### src/rtl/sm_0535_pwm_capture.sv
// PWM receive-side monitor: measures high time and period of an asynchronous
// PWM line and reports duty cycle in percent via a restoring divider.
module sm_0535_pwm_capture #(
  parameter int unsigned CNT_W   = 16,
  parameter int unsigned TIMEOUT = 50000
) (
  input  logic             clk,
  input  logic             reset,
  input  logic             pwm_in,
  output logic [6:0]       duty,
  output logic [CNT_W-1:0] high_time,
  output logic [CNT_W-1:0] period,
  output logic             valid,
  output logic             timeout,
  output logic             overrun
);

  localparam int unsigned NW   = CNT_W + 7;
  localparam int unsigned IT_W = $clog2(NW);

  typedef enum logic [1:0] {IDLE, ARMED, DIVIDE, DONE} state_t;

  state_t           state_q;
  logic             sync1_q, sync2_q, sync3_q;
  logic             edge_e;
  logic [CNT_W-1:0] cnt_p_q, cnt_h_q;
  logic [CNT_W-1:0] cnt_p_d, cnt_h_d;
  logic [CNT_W-1:0] hl_q, pl_q;
  logic [NW-1:0]    num_q, num_d, num_init;
  logic [CNT_W:0]   rem_q, rem_d, rem_sh;
  logic [IT_W-1:0]  it_q;
  logic             ge;
  logic             tmo_hit;
  logic [6:0]       duty_q, duty_d;
  logic [CNT_W-1:0] high_q, period_q;
  logic             valid_q, timeout_q, overrun_q;

  always_ff @(posedge clk) begin
    if (reset) begin
      sync1_q <= 1'b0;
      sync2_q <= 1'b0;
      sync3_q <= 1'b0;
    end else begin
      sync1_q <= pwm_in;
      sync2_q <= sync1_q;
      sync3_q <= sync2_q;
    end
  end

  assign edge_e = sync2_q & ~sync3_q;

  always_comb begin
    cnt_p_d  = (cnt_p_q == '1) ? cnt_p_q : cnt_p_q + CNT_W'(1);
    cnt_h_d  = (cnt_h_q == '1 || !sync2_q) ? cnt_h_q : cnt_h_q + CNT_W'(1);
    num_init = NW'(cnt_h_q) * NW'(100);
    rem_sh   = {rem_q[CNT_W-1:0], num_q[NW-1]};
    ge       = (rem_sh >= {1'b0, pl_q});
    rem_d    = ge ? rem_sh - {1'b0, pl_q} : rem_sh;
    num_d    = {num_q[NW-2:0], ge};
    duty_d   = (num_q > NW'(100)) ? 7'd100 : num_q[6:0];
    // Also armed in IDLE so a line stuck from reset is reported; the exact
    // compare fires once because cnt_p runs past TIMEOUT-1 afterwards.
    tmo_hit  = !edge_e && (cnt_p_q == CNT_W'(TIMEOUT - 1)) &&
               (state_q == IDLE || state_q == ARMED);
  end

  always_ff @(posedge clk) begin
    if (reset) begin
      cnt_p_q <= '0;
      cnt_h_q <= '0;
    end else if (edge_e) begin
      cnt_p_q <= '0;
      cnt_h_q <= CNT_W'(1);
    end else begin
      cnt_p_q <= cnt_p_d;
      cnt_h_q <= cnt_h_d;
    end
  end

  always_ff @(posedge clk) begin
    if (reset) begin
      state_q   <= IDLE;
      hl_q      <= '0;
      pl_q      <= '0;
      num_q     <= '0;
      rem_q     <= '0;
      it_q      <= '0;
      duty_q    <= '0;
      high_q    <= '0;
      period_q  <= '0;
      valid_q   <= 1'b0;
      timeout_q <= 1'b0;
      overrun_q <= 1'b0;
    end else begin
      valid_q <= 1'b0;
      case (state_q)
        IDLE: if (edge_e) state_q <= ARMED;
        ARMED: begin
          if (edge_e) begin
            hl_q    <= cnt_h_q;
            pl_q    <= cnt_p_d;
            num_q   <= num_init;
            rem_q   <= '0;
            it_q    <= '0;
            state_q <= DIVIDE;
          end
        end
        DIVIDE: begin
          if (edge_e) overrun_q <= 1'b1;
          num_q <= num_d;
          rem_q <= rem_d;
          it_q  <= it_q + IT_W'(1);
          if (it_q == IT_W'(NW - 1)) state_q <= DONE;
        end
        DONE: begin
          if (edge_e) overrun_q <= 1'b1;
          duty_q    <= duty_d;
          high_q    <= hl_q;
          period_q  <= pl_q;
          valid_q   <= 1'b1;
          timeout_q <= 1'b0;
          state_q   <= ARMED;
        end
        default: state_q <= IDLE;
      endcase
      if (tmo_hit) begin
        duty_q    <= sync2_q ? 7'd100 : 7'd0;
        high_q    <= sync2_q ? CNT_W'(TIMEOUT) : '0;
        period_q  <= CNT_W'(TIMEOUT);
        timeout_q <= 1'b1;
        valid_q   <= 1'b1;
        state_q   <= IDLE;
      end
    end
  end

  assign duty      = duty_q;
  assign high_time = high_q;
  assign period    = period_q;
  assign valid     = valid_q;
  assign timeout   = timeout_q;
  assign overrun   = overrun_q;

endmodule
### config.mk
export PLATFORM = sky130hd
export DESIGN_NAME = sm_0535_pwm_capture
export DESIGN_NICKNAME = d
export VERILOG_FILES = /design/src/rtl/sm_0535_pwm_capture.sv
export SDC_FILE = /design/constraint.sdc
export NUM_CORES = 1
export LEC_CHECK = 0
export CORE_ASPECT_RATIO = 2
export CORE_MARGIN = 1
export CORE_UTILIZATION = 45
export DETAILED_ROUTE_END_ITERATION = 8
export SLEW_MARGIN = 30
export SYNTH_ARGS = -nofsm -noshare
export SYNTH_HDL_FRONTEND = slang
export SYNTH_SLANG_ARGS = --single-unit
### constraint.sdc
create_clock -name clk -period 10.4 [get_ports clk]
set_clock_uncertainty 0.1 [all_clocks]
set_input_delay 1.04 -clock clk [delete_from_list [all_inputs] [get_ports clk]]
set_output_delay 1.04 -clock clk [all_outputs]
set_load 0.01 [all_outputs]
==> flow_summary.yaml <==
setup_path:
  ff2ff_path_depth: 12
  critPathKind: "reg2reg"
  worstPathMaxFanout: 7
  worst_path_most_repeated_cell: "ha_1"
  slowest_stage: "fa_1"
  crit_required_ns: 10.64
  cp-end-kind: "flip-flop"
  cp.arrival_ns: 3.83
  cp-start-kind: "flip-flop"
  path_cells: "ha_1 -> ha_1 -> inv_1 -> fa_1 -> inv_1 -> ha_1 -> a2111oi_0 -> o21ai_0 -> a21oi_1 -> o21ai_1 -> xnor2_1 -> a221oi_1"
  worst_path_largest_cell_delay_ns: 0.49
hold_path:
  hold-path-cell-count: 1
  min_path_type: "reg2reg"
die:
  initial_core_util: 0.461
  die_w_um: 100
  die_area_um2: 20000
  placementRows: 71
  core-area_um2: 18900
  pin_count: 45
  die_y_um: 199
global_routing:
  grt_use_total: 0.252
  grt-ovfl-total: 0
  grt_max_degree: 48
  grt_pass1_wl_um: 38200
  antenna_found_initial: 0
  grt_pass1_vias: 7384
synthesis:
  synthesis.area_um2: 8720
  yosys_warnings: 0
  syn_area_per_cell_um2: 8.38
  ys.flop_type: "dfxtp_1"
  synth_cells: 1041
  synth_seq_area_share: 0.356
  yosys.cell_types.count: 68
  synthArstFlopShare: 0
  synth_seq_cells: 155
  synth_edf_count: 0
  synth_nets: 1133
cts:
  clkSlewWorstSetupHoldPaths_ns: 0.07
  clock_latency_ns: 0.43
  cts.sinks: 155
  cts_hold_buf: 0
  clockBufferDepth: 2
  cts_buffers: 17
  post_cts_buffers: 0
  cts_resized: 0
  cts_tree: "yes"
  cts_root_buffer: "clkbuf_16"
  h-tree-depth: 4
pwr:
  p_seq_frac: 0.361
  power.density_nw_per_um2: 180
  leakage_nw: 4.05
  p_comb_frac: 0.270
  power_mw: 1.80
  ir_drop_v: 0.000106
  intPower_mw: 1.18
  p_sw_frac: 0.347
  p_sw_mw: 0.624
  clkPwrFrac: 0.369
timing:
  fmax_mhz: 278
  tightestPinTransition_ns: 0.957
  setup_viol: 0
  min_period_ns: 3.60
  post-route-period-util: 0.346
  timing_hold_violations_final: 0
  slew-limit-headroom: 0.360
  tns_ns: 0
  maxSlewViolCount: 0
  rsz0062_at_grt: "false"
finish:
  areaGrowthSynthToFinish_pct: 14.3
  drive_above_1_share: 0.0540
  n_antenna_cell: 0
  final_nets: 1154
placed_design:
  gp_congestion: 0.878
  dp_hpwl_um: 18600
  io_buffers: 44
route:
  dr.pass1.iters: 4
  wirelength_um: 24000
  drtAntennaViolNets: 0
  wl_per_cell_um: 18.0
  routed_via_density: 5.58
  drt_iter0_markers: 248
  drc: 0
  vias: 7420
run_status:
  run_status: "completed"
flow_run:
  drv_cap: 0
critical path, delay by kind of cell (launching register included):
family / cells / cell delay, ns
flip-flops: 1 / 0.38
adder cells (fa/ha/maj): 4 / 1.46
buffers and inverters: 2 / 0.09
XOR/XNOR: 1 / 0.13
AO/OA/AOI/OAI: 5 / 1.34
final timing paths:
| path | start | endpoint | slack, ns |
|---|---|---|---|
| worst max-delay path | cnt_h_q[6] | num_q[22] | 6.80 |
| worst min-delay path | sync1_q | sync2_q | 0.34 |
| worst max register to register | cnt_h_q[6] | num_q[22] | 6.80 |
| worst min register to register | sync1_q | sync2_q | 0.34 |
cells by family after synthesis:
group,after synthesis,synth area share
AO/OA/AOI/OAI,239,0.182
XOR/XNOR,53,0.0532
adder cells (fa/ha/maj),89,0.138
buffers and inverters,127,0.0567
flip-flops,155,0.356
multiplexers,15,0.0172
AND/OR/NAND/NOR,363,0.197
metrics by stage:
step | utilization | cell area (um2) | hold slack, ns | instances | setup WS [ns]
final | 0.527 | 9970 | 0.345 | 1330 | 6.80
after global routing | 0.527 | 9970 | 0.360 | 1330 | 6.47
after CTS | 0.526 | 9960 | 0.340 | 1329 | 6.80
after detailed placement | 0.493 | 9330 | 0.325 | 1297 | 6.83
after global placement | 0.493 | 9330 | 0.321 | 1296 | 6.92
after floorplan | - | 8720 | 0.314 | 1041 | 7.12
cell usage in the layout (no fill, tap or decap), types with 7 or more instances in the layout:
master and count:
and3_1 16, dfxtp_1 155, nand4_1 27, o21a_1 7
a31oi_1 12, xor2_1 22, xnor2_1 31, a22o_1 14
a211oi_1 26, nand2_1 117, nand3_1 28, mux2i_1 15
buf_4 7, or3_1 14, inv_1 76, clkdlybuf4s50_1 43
o211ai_1 10, a21o_1 9, fa_1 12, clkbuf_16 17
o31ai_1 11, ha_1 77, a21oi_1 68, nor2_1 100
and2_1 7, nor3_1 17, o21ai_0 33
per-layer routing:
metal,track usage,wire (um)
met1,0.238,8390
met2,0.492,13600
met3,0.0320,418
met4,0.170,1640
met5,0,0
registers in the layout, summed over array words and instances (netlist names):
name / count
valid: 1
state_q: 2
rem_q: 16
sync3_q: 1
sync2_q: 1
it_q: 5
sync1_q: 1
overrun: 1
period: 16
cnt_p_q: 16
duty: 7
timeout: 1
cnt_h_q: 16
num_q: 23
pl_q: 16
high_time: 16
hl_q: 16
Yosys cell counts, types with 7 or more instances:
| master | n | area share |
|---|---|---|
| nand2_1 | 118 | 0.051 |
| fa_1 | 12 | 0.028 |
| o31ai_1 | 11 | 0.0095 |
| nor3_1 | 17 | 0.0098 |
| a21oi_1 | 69 | 0.040 |
| o21a_1 | 7 | 0.0060 |
| nor2_1 | 101 | 0.043 |
| inv_1 | 76 | 0.033 |
| clkbuf_1 | 44 | 0.019 |
| a211oi_1 | 26 | 0.022 |
| a31oi_1 | 12 | 0.0086 |
| and2_1 | 7 | 0.0050 |
| or3_1 | 14 | 0.010 |
| and3_1 | 16 | 0.011 |
| o211ai_1 | 10 | 0.0086 |
| a21o_1 | 9 | 0.0077 |
| nand4_1 | 27 | 0.019 |
| mux2i_1 | 15 | 0.017 |
| xnor2_1 | 31 | 0.031 |
| xor2_1 | 22 | 0.022 |
| ha_1 | 77 | 0.11 |
| dfxtp_1 | 155 | 0.36 |
| nand3_1 | 28 | 0.016 |
| o21ai_0 | 33 | 0.019 |
| a22o_1 | 14 | 0.014 |
power by group through the flow:
stage | clock network, mW | registers [mW] | logic (mW)
final | 0.664 | 0.650 | 0.485
after global routing | 0.699 | 0.654 | 0.533
after CTS | 0.676 | 0.650 | 0.481
after detailed placement | 0 | 0.663 | 0.478
after global placement | 0 | 0.663 | 0.471
after floorplan | 0 | 0.656 | 0.340
area by class of cell:
cell class	count	area (um2)
multi-input combinational	759	5130
tap	255	319
inverter	76	285
fill	1858	8950
clock buffer	17	425
clock inverter	15	201
sequential	155	3100
timing repair buffer	53	504
Power figures use the tool's default switching activity.
